### src/rtl/debug_view_pkg.sv
// Shared types and helpers for the debug display controller.
//   seg7_t      : one 7-segment digit, active-low, segment a in the MSB
//   SEG_BLANK   : all segments dark
//   SEG_ZERO    : glyph "0"
//   width_of()  : ceil(log2(n)), never less than 1 (counter / select widths)
//   hex_to_seg(): nibble to DE2-style active-low glyph (0-9, A, b, C, d, E, F)
package debug_view_pkg;

    typedef logic [0:6] seg7_t;

    localparam seg7_t SEG_BLANK = 7'b1111111;
    localparam seg7_t SEG_ZERO  = 7'b0000001;

    function automatic int width_of(input int n);
        return (n < 2) ? 1 : $clog2(n);
    endfunction

    function automatic seg7_t hex_to_seg(input logic [3:0] nib);
        seg7_t seg;
        case (nib)
            4'h0:    seg = SEG_ZERO;
            4'h1:    seg = 7'b1001111;
            4'h2:    seg = 7'b0010010;
            4'h3:    seg = 7'b0000110;
            4'h4:    seg = 7'b1001100;
            4'h5:    seg = 7'b0100100;
            4'h6:    seg = 7'b0100000;
            4'h7:    seg = 7'b0001111;
            4'h8:    seg = 7'b0000000;
            4'h9:    seg = 7'b0000100;
            4'hA:    seg = 7'b0001000;
            4'hB:    seg = 7'b1100000;
            4'hC:    seg = 7'b0110001;
            4'hD:    seg = 7'b1000010;
            4'hE:    seg = 7'b0110000;
            4'hF:    seg = 7'b0111000;
            default: seg = SEG_BLANK;
        endcase
        return seg;
    endfunction

endpackage

### src/rtl/debug_view_ctrl_key_conditioner.sv
// Conditions one raw, bouncy, active-low push button.
//   CLK, Reset_n : clock, asynchronous active-low reset
//   raw_n        : raw KEY input, asynchronous to CLK
//   stable_n     : debounced level (changes after DEBOUNCE_CYC equal samples)
//   press_pulse  : one-cycle pulse on each accepted 1->0 transition
module key_conditioner
    import debug_view_pkg::*;
#(
    parameter int DEBOUNCE_CYC = 500_000
) (
    input  logic CLK,
    input  logic Reset_n,
    input  logic raw_n,
    output logic stable_n,
    output logic press_pulse
);

    localparam int               CNT_W    = width_of(DEBOUNCE_CYC);
    localparam logic [CNT_W-1:0] CNT_LAST = CNT_W'(DEBOUNCE_CYC - 1);

    logic             sync1_q, sync1_d;
    logic             sync2_q, sync2_d;
    logic [CNT_W-1:0] cnt_q, cnt_d;
    logic             stable_q, stable_d;
    logic             press_q, press_d;

    always_comb begin
        // NOTE: every signal gets a default before any branch so no latch is inferred.
        sync1_d  = raw_n;
        sync2_d  = sync1_q;
        cnt_d    = '0;
        stable_d = stable_q;
        // cnt_q counts consecutive samples that disagree with the stable level.
        if (sync2_q != stable_q) begin
            if (cnt_q == CNT_LAST) begin
                stable_d = sync2_q;
            end else begin
                cnt_d = cnt_q + CNT_W'(1);
            end
        end
        press_d = stable_q & ~stable_d;
    end

    // Everything resets to the "held" level: a button already down at reset
    // release never produces a 1->0 edge until it has been released first.
    always_ff @(posedge CLK or negedge Reset_n) begin
        if (!Reset_n) begin
            sync1_q  <= 1'b0;
            sync2_q  <= 1'b0;
            cnt_q    <= '0;
            stable_q <= 1'b0;
            press_q  <= 1'b0;
        end else begin
            // NOTE: sequential state uses non-blocking assignments only.
            sync1_q  <= sync1_d;
            sync2_q  <= sync2_d;
            cnt_q    <= cnt_d;
            stable_q <= stable_d;
            press_q  <= press_d;
        end
    end

    assign stable_n    = stable_q;
    assign press_pulse = press_q;

endmodule

### src/rtl/debug_view_ctrl.sv
// Debug display controller: selects one of NUM_CH probe words (manual switch
// or auto-scan), optionally freezes a snapshot of all channels on a debounced
// button press, and drives active-low 7-segment digits, one per nibble.
//   CLK, Reset_n : clock, asynchronous active-low reset
//   ch_data      : NUM_CH probe words, channel k at [k*CH_W +: CH_W]
//   sel_sw       : raw manual channel select
//   mode_auto    : raw switch, 1 = auto-scan, 0 = manual
//   freeze_btn_n : raw active-low freeze button
//   hex_seg      : digit d at [7*d +: 7], segment a in the MSB, active-low
//   cur_ch       : channel being displayed
//   frozen       : snapshot mode active
//   sel_err      : manual select out of range (display forced to zero)
module debug_view_ctrl
    import debug_view_pkg::*;
#(
    parameter int NUM_CH       = 8,
    parameter int CH_W         = 16,
    parameter int SCAN_DIV     = 50_000_000,
    parameter int DEBOUNCE_CYC = 500_000,
    parameter int SEL_W        = width_of(NUM_CH)
) (
    input  logic                     CLK,
    input  logic                     Reset_n,
    input  logic [NUM_CH*CH_W-1:0]   ch_data,
    input  logic [SEL_W-1:0]         sel_sw,
    input  logic                     mode_auto,
    input  logic                     freeze_btn_n,
    output logic [7*(CH_W/4)-1:0]    hex_seg,
    output logic [SEL_W-1:0]         cur_ch,
    output logic                     frozen,
    output logic                     sel_err
);

    localparam int                 DIGITS     = CH_W / 4;
    localparam int                 PRESC_W    = width_of(SCAN_DIV);
    localparam logic [PRESC_W-1:0] PRESC_LAST = PRESC_W'(SCAN_DIV - 1);
    localparam logic [SEL_W-1:0]   CH_LAST    = SEL_W'(NUM_CH - 1);

    logic [SEL_W-1:0]   sel_s1_q, sel_s1_d, sel_s2_q, sel_s2_d;
    logic               mode_s1_q, mode_s1_d, mode_s2_q, mode_s2_d;
    logic [PRESC_W-1:0] presc_q, presc_d;
    logic [SEL_W-1:0]   ch_q, ch_d;
    logic               frozen_q, frozen_d;
    logic [CH_W-1:0]    snap_q [NUM_CH];
    logic [CH_W-1:0]    snap_d [NUM_CH];
    logic [CH_W-1:0]    disp_q, disp_d;

    logic [CH_W-1:0]    live [NUM_CH];
    logic [CH_W-1:0]    word;
    logic               sel_legal;
    logic               press_pulse;
    logic               btn_stable_n_unused;

    key_conditioner #(
        .DEBOUNCE_CYC (DEBOUNCE_CYC)
    ) u_freeze_key (
        .CLK         (CLK),
        .Reset_n     (Reset_n),
        .raw_n       (freeze_btn_n),
        .stable_n    (btn_stable_n_unused),
        .press_pulse (press_pulse)
    );

    always_comb begin
        sel_s1_d  = sel_sw;
        sel_s2_d  = sel_s1_q;
        mode_s1_d = mode_auto;
        mode_s2_d = mode_s1_q;

        sel_legal = (32'(sel_s2_q) < NUM_CH);

        // Channel index. ch_q only ever holds legal values; in manual mode the
        // synced switch is shown directly so a switch change reaches the
        // display register one cycle after the synchroniser.
        presc_d = '0;
        ch_d    = ch_q;
        if (mode_s2_q) begin
            if (presc_q == PRESC_LAST) begin
                ch_d = (ch_q == CH_LAST) ? '0 : ch_q + SEL_W'(1);
            end else begin
                presc_d = presc_q + PRESC_W'(1);
            end
        end else if (sel_legal) begin
            ch_d = sel_s2_q;
        end
        cur_ch  = (!mode_s2_q && sel_legal) ? sel_s2_q : ch_q;
        sel_err = !mode_s2_q && !sel_legal;

        // Freeze toggle; the snapshot is taken only on the way into frozen.
        frozen_d = frozen_q ^ press_pulse;
        snap_d   = snap_q;
        for (int k = 0; k < NUM_CH; k++) begin
            live[k] = ch_data[k*CH_W +: CH_W];
            if (press_pulse && !frozen_q) begin
                snap_d[k] = live[k];
            end
        end

        word = '0;
        for (int k = 0; k < NUM_CH; k++) begin
            if (cur_ch == SEL_W'(k)) begin
                word = frozen_q ? snap_q[k] : live[k];
            end
        end
        disp_d = sel_err ? '0 : word;
    end

    always_ff @(posedge CLK or negedge Reset_n) begin
        if (!Reset_n) begin
            sel_s1_q  <= '0;
            sel_s2_q  <= '0;
            mode_s1_q <= 1'b0;
            mode_s2_q <= 1'b0;
            presc_q   <= '0;
            ch_q      <= '0;
            frozen_q  <= 1'b0;
            // NOTE: the snapshot bank is small and must read zero after reset, so it is reset explicitly.
            for (int k = 0; k < NUM_CH; k++) begin
                snap_q[k] <= '0;
            end
            disp_q    <= '0;
        end else begin
            sel_s1_q  <= sel_s1_d;
            sel_s2_q  <= sel_s2_d;
            mode_s1_q <= mode_s1_d;
            mode_s2_q <= mode_s2_d;
            presc_q   <= presc_d;
            ch_q      <= ch_d;
            frozen_q  <= frozen_d;
            snap_q    <= snap_d;
            disp_q    <= disp_d;
        end
    end

    always_comb begin
        hex_seg = '0;
        for (int d = 0; d < DIGITS; d++) begin
            hex_seg[7*d +: 7] = hex_to_seg(disp_q[4*d +: 4]);
        end
    end

    assign frozen = frozen_q;

endmodule

### config.mk
export PLATFORM = sky130hd
export DESIGN_NAME = debug_view_ctrl
export DESIGN_NICKNAME = d
export VERILOG_FILES = /design/src/rtl/debug_view_pkg.sv /design/src/rtl/debug_view_ctrl_key_conditioner.sv /design/src/rtl/debug_view_ctrl.sv
export SDC_FILE = /design/constraint.sdc
export NUM_CORES = 1
export LEC_CHECK = 0
export CORE_MARGIN = 2
export CORE_UTILIZATION = 30
export CTS_CLUSTER_SIZE = 14
export DETAILED_ROUTE_END_ITERATION = 16
export DONT_BUFFER_PORTS = 1
export PLACE_DENSITY = 0.47
export SYNTH_ARGS = -nofsm -noshare
export SYNTH_HDL_FRONTEND = slang
export SYNTH_SLANG_ARGS = --single-unit
### constraint.sdc
create_clock -name CLK -period 2.8 [get_ports CLK]
set_clock_uncertainty 0.15 [all_clocks]
set_input_delay 0.56 -clock CLK [delete_from_list [all_inputs] [get_ports CLK]]
set_output_delay 0.56 -clock CLK [all_outputs]
set_load 0.005 [all_outputs]
# --- Word-level counts from Yosys, hierarchy flattened ---
# Memories as Yosys holds them, arrays and structs flattened.
# Cells that the tools add are included.
word_totals:
  ff_bits: 205
  rom_bits: 448
  input_bits: 135
  wordCells: 72
  mem_count: 4
classes:
  addsub: 3
  n_eq_ne: 12
  n_mux: 26
  n_bitwise: 3
  n_reduce_logical: 3
mem_list:
  columns: ["name", "depth", "width", "rd", "rd_clocked_by_memory_dff", "write_ports", "line_no", "text"]
  rows:
  - ["(no name shown)", 16, 7, 1, 0, 0, "debug_view_pkg.sv:20", "case (nib)"]
  - ["(no name shown)", 16, 7, 1, 0, 0, "debug_view_pkg.sv:20", null]
  - ["(no name shown)", 16, 7, 1, 0, 0, "debug_view_pkg.sv:20", null]
  - ["(no name shown)", 16, 7, 1, 0, 0, "debug_view_pkg.sv:20", null]
op_table:
  columns: ["cell", "count"]
  rows:
  - ["$mux 16", 16]
  - ["$mux 26", 2]
  - ["$mux 19", 2]
  - ["$add 26x1->26 const B", 1]
  - ["$eq 26x26->1 const B", 1]
  - ["$add 19x1->19 const B", 1]
  - ["$eq 19x19->1 const B", 1]
  - ["$eq 3x3->1 const B", 5]
  - ["$mux 3", 4]
  - ["$eq 3x2->1 const B", 2]
  - ["$add 3x1->3 const B", 1]
  - ["$eq 3x1->1 const B", 1]
  - ["$logic_not 3->1", 1]
  - ["$mux 1", 2]
  - ["$ne 2x1->1 const B", 1]
  - ["$and 1x1->1", 1]
  - ["$logic_and 1x1->1", 1]
  - ["$logic_not 1->1", 1]
  - ["$ne 1x1->1", 1]
  - ["$not 1->1", 1]
  - ["$xor 1x1->1", 1]

# --- Longest topological paths before layout ---
logic_depth:
  ltp_word: 10
  mapped_depth: 8

# --- Hierarchy ---
# Synthesis repeated with hierarchy kept, for this count alone.
hier_totals:
  cells_unflattened: 1029
  area_unflattened_um2: 11424.7
by_module_without_submodules:
  columns: ["mod", "n_inst", "cells_per_inst", "area_each_um2", "seq_area_each_um2"]
  rows:
  - ["debug_view_ctrl", 1, 923, 10289.9, 4554.4]
  - ["key_conditioner", 1, 106, 1134.8, 575.6]

# --- Worst setup path before layout ---
# Ideal clock, no wire load.
synth_timing:
  path_kind: "flip-flop to flip-flop"
  startpoint: "register frozen_q (netlist: frozen)"
  endpoint: "register snap_q[68] (netlist name)"
  setup_time_ns: 0.125
  arrival_time_ns: 2.249
  required_ns: 2.525
  setup_slack_ns: 0.276
  stages_incl_launch_ff: 9
  n_path_buf: 5
  cell_sequence: "dfrtp_1 > clkbuf_1 > buf_2 > clkbuf_1 > inv_1 > ha_1 > clkbuf_1 > buf_1 > mux2_2"
synth_between:
  elab_chain_len: 2
synth_lines:
  columns: ["item", "line_no", "text"]
  rows:
  - ["start: declaration", "debug_view_ctrl.sv:43", "logic frozen_q, frozen_d;"]
  - ["start signal: assignment", "debug_view_ctrl.sv:129", "frozen_q <= frozen_d;"]
  - ["$logic_not 1->1", "debug_view_ctrl.sv:94", "if (press_pulse && !frozen_q) begin"]
  - ["$logic_and 1x1->1", "debug_view_ctrl.sv:94", null]
  - ["end signal: assignment", "debug_view_ctrl.sv:130", "snap_q <= snap_d;"]
  - ["end: declaration", "debug_view_ctrl.sv:44", "logic [CH_W-1:0] snap_q [NUM_CH];"]
# Every way passes these cells.
# A chain may end at the register's enable or synchronous reset.

# --- Final worst setup path ---
layout_timing:
  startpoint: "register disp_q[9]"
  endpoint: "output hex_seg[17]"
layout_between:
  elab_chain_len: 1
layout_lines:
  columns: ["item", "line_no", "text"]
  rows:
  - ["start: declaration", "debug_view_ctrl.sv:46", "logic [CH_W-1:0] disp_q, disp_d;"]
  - ["start signal: assignment", "debug_view_ctrl.sv:131", "disp_q <= disp_d;"]
  - ["$mem_v2 16x7", null, null]
  - ["end: declaration", "debug_view_ctrl.sv:28", "output logic [7*(CH_W/4)-1:0] hex_seg,"]
# Every way passes these cells.

==> out/metrics.cfg <==
[yosys]
yosysTopAreaCell = dfrtp_1
synth.avg_cell_area_um2 = 11.0
ys_async_sr_fraction_pct = 100
yosysWarnings = 0
synthTopCellsByArea = dfrtp_1 45%, mux2_2 16%, mux2i_1 8.2%, nor2_1 3.3%, ha_1 3.2%
synth.distinct_cells = 60
ys_ff_latch = 205
synth_top_area_share_pct = 45.4
synthTopCellsByCount = 205 x dfrtp_1, 159 x mux2_2, 100 x nor2_1, 92 x mux2i_1, 60 x a21oi_1
synth_enable_flop_cells = 0
syn-num-nets = 1189
yosysMostFrequentCell = dfrtp_1
seq_area_frac_synth_pct = 45.4
synth_flop_cell = dfrtp_1
synth_area_um2 = 11300
netlist_instances = 1025

[route]
wl_um = 32500
first_pass_iters = 7
drcViolationCount = 0
ant_nets = 0
drtIter0Drc = 475
vias_per_cell = 4.98
wl_per_cell_um = 21.1
vias = 7669

[sta]
worst_slew_pin_slew_ns = 0.981
timing_hold_violations_final = 205
slew_viol_final = 0
setup_violations = 0
post-route-period-util_pct = 96.1
finalSetupTns_ns = 0
min_period_ns = 2.69
slew_headroom_pct = 34.4
grt_setup_unrepaired = no
whs_ns = -0.423
timing.fmax_mhz = 372

[cts]
clkLatencyLatePin_ns = 0.53
postCtsSetupBuffers = 0
numCtsBuffers = 25
clock-sinks = 205
cts_max_level = 1
cts_tree = yes
clk_path_buf_depth = 3
clockRootBuffer = clkbuf_16
clk_pin_slew_ns = 0.06
hold_buffers = 5

[worst_setup_path]
arrival_ns = 1.98
critPathMaxFanout = 6
path_class = reg -> out
startpoint_type = register
worstPathRequired_ns = 2.09
end_kind = output port

[grt]
grtUsageTotal_pct = 16.2
antenna_found_initial = 1
grt_start_max_net_pins = 206
overflow = 0
grt_pass1_vias = 7542
grt_pass1_wl_um = 48100

[placed_design]
gp_congestion = 0.878
placed_cells = 1489
dpl-instance-area_um2 = 11900
hpwl_um = 23700
portBuffers = 0

[floorplanning]
die_y_um = 198
ios = 168
die_w_um = 198
core_um2 = 37400
rows = 71
die_area_um2 = 39200
start_util_pct = 30.2

[status]
status = complete, but fails checks
failed_checks = negative hold slack

[run]
drv_cap = 0

[finish]
instances_no_fill = 1539
syn_to_final_growth_pct = 13.4
antenna_cells = 0
nets = 1176
drive_gt1_share_pct = 24.2
final_area_um2 = 12800

[power]
p_leak_uw = 0.00550
max-vdd-ir-drop_mv = 0.426
powerDensity_nw_per_um2 = 586

[hold_path]
hp-class = in -> async

[worst paths after layout]
path,from,endpoint,slack (ns),cells past startpoint
min reg2reg,sel_s1_q[2]$_DFF_PN0_,sel_s2_q[2]$_DFF_PN0_,0.20,0
max in group asynchronous,Reset_n,frozen$_DFF_PN0_,2.16,0
min in group CLK,ch_data[110],snap_q[30]$_DFFE_PN0P_,0.03,1
max,disp_q[9]$_DFF_PN0_,hex_seg[17],0.11,4
max reg2reg,mode_s2_q$_DFF_PN0_,disp_q[2]$_DFF_PN0_,0.44,4
min,Reset_n,snap_q[38]$_DFFE_PN0P_,-0.42,0
[flip-flops by register name, summed over array words and instances (netlist names)]
signal	cells
sel_s2_q	3
sel_s1_q	3
mode_s1_q	1
u_freeze_key.stable_n	1
presc_q	26
frozen	1
mode_s2_q	1
ch_q	3
u_freeze_key.press_pulse	1
u_freeze_key.sync2_q	1
disp_q	16
snap_q	128
u_freeze_key.sync1_q	1
u_freeze_key.cnt_q	19
[what timing repair did]
item                       4_1_cts  5_1_grt
hold endpoints to repair       210      205
gates resized for setup          2        7
cloned                           0        2
setup endpoints to repair        1        4
pin swaps                        0        0
[cell families (layout without fill, tap and decap cells)]
group                      Yosys count  after routing  synth area share, %
other                                1              1               0.0332
buffers and inverters               89             92                 3.40
DFF                                205            205                 45.4
muxes                              256            256                 25.0
xor gates and xnor gates            42             42                 3.26
AOI/OAI and AO/OA                  155            155                 8.75
adders and majority gates           29             29                 3.21
and+or+nand+nor                    248            248                 10.9
[area by class of cell]
cell class              count  area, um^2
multi-input cells         731        5820
repair buffers             25         275
clock buffers              38         734
repair inverters            2        10.0
inverters                  22        86.3
well taps                 511         639
fillers                  3763       24600
flip-flops and latches    205        5140
clock inverters             5         100
[cells in the final DEF, fill, tap and decap left out, types with 4 or more instances in the layout]
cell           netlist  final
nor2b_1             24     24
a211oi_1            15     15
mux4_2               4      4
mux2i_1             92     90
dfrtp_1            205    200
nand4_1              9      9
clkbuf_8             1      6
inv_1               20     19
clkbuf_1            38      7
and3_1               4      4
dlygate4sd3_1        0      5
o221ai_1            15     15
buf_4                1     14
xnor2_1             12     12
buf_12               0      6
and3_2               4      4
dfrtp_2              0      4
nor3_1              19     19
nand2_1             37     37
o21ai_0             29     28
nor2_1             100    100
a221oi_1            16     16
clkbuf_16            0     25
a21oi_1             60     60
mux2_2             159    159
xor2_1              30     30
ha_1                29     28
nand3_1             23     23
[critical path: stages, from the launching register on]
cell and delay (ns):
dfrtp_1 0.51, inv_1 0.13, ha_1 0.31, inv_1 0.04
mux4_2 0.46
[routing by layer]
layer	vias up	wire length (um)	global-route usage (%)
met2	217	14600	25.5
met3	37	3250	6.63
met5	-	13	0
met4	2	570	3.40
li1	3649	-	-
met1	3764	14000	20.9
[where the power goes]
| part | switching, uW | internal [uW] |
|---|---|---|
| clock | 1280 | 2060 |
| sequential | 171 | 3030 |
| combinational | 561 | 398 |
| total | 2010 | 5490 |
[metrics by stage]
stage          setup slack (ns)  total power (uW)  util (%)
2_1_floorplan             0.276              3890         -
3_3_place_gp              0.455              4190      31.8
3_5_place_dp              0.348              4200      31.8
4_1_cts                 0.00792              7590      34.2
5_1_grt                  0.0156              7830      34.2
6_report                  0.110              7500      34.2
(Power assumes the default switching activity.)
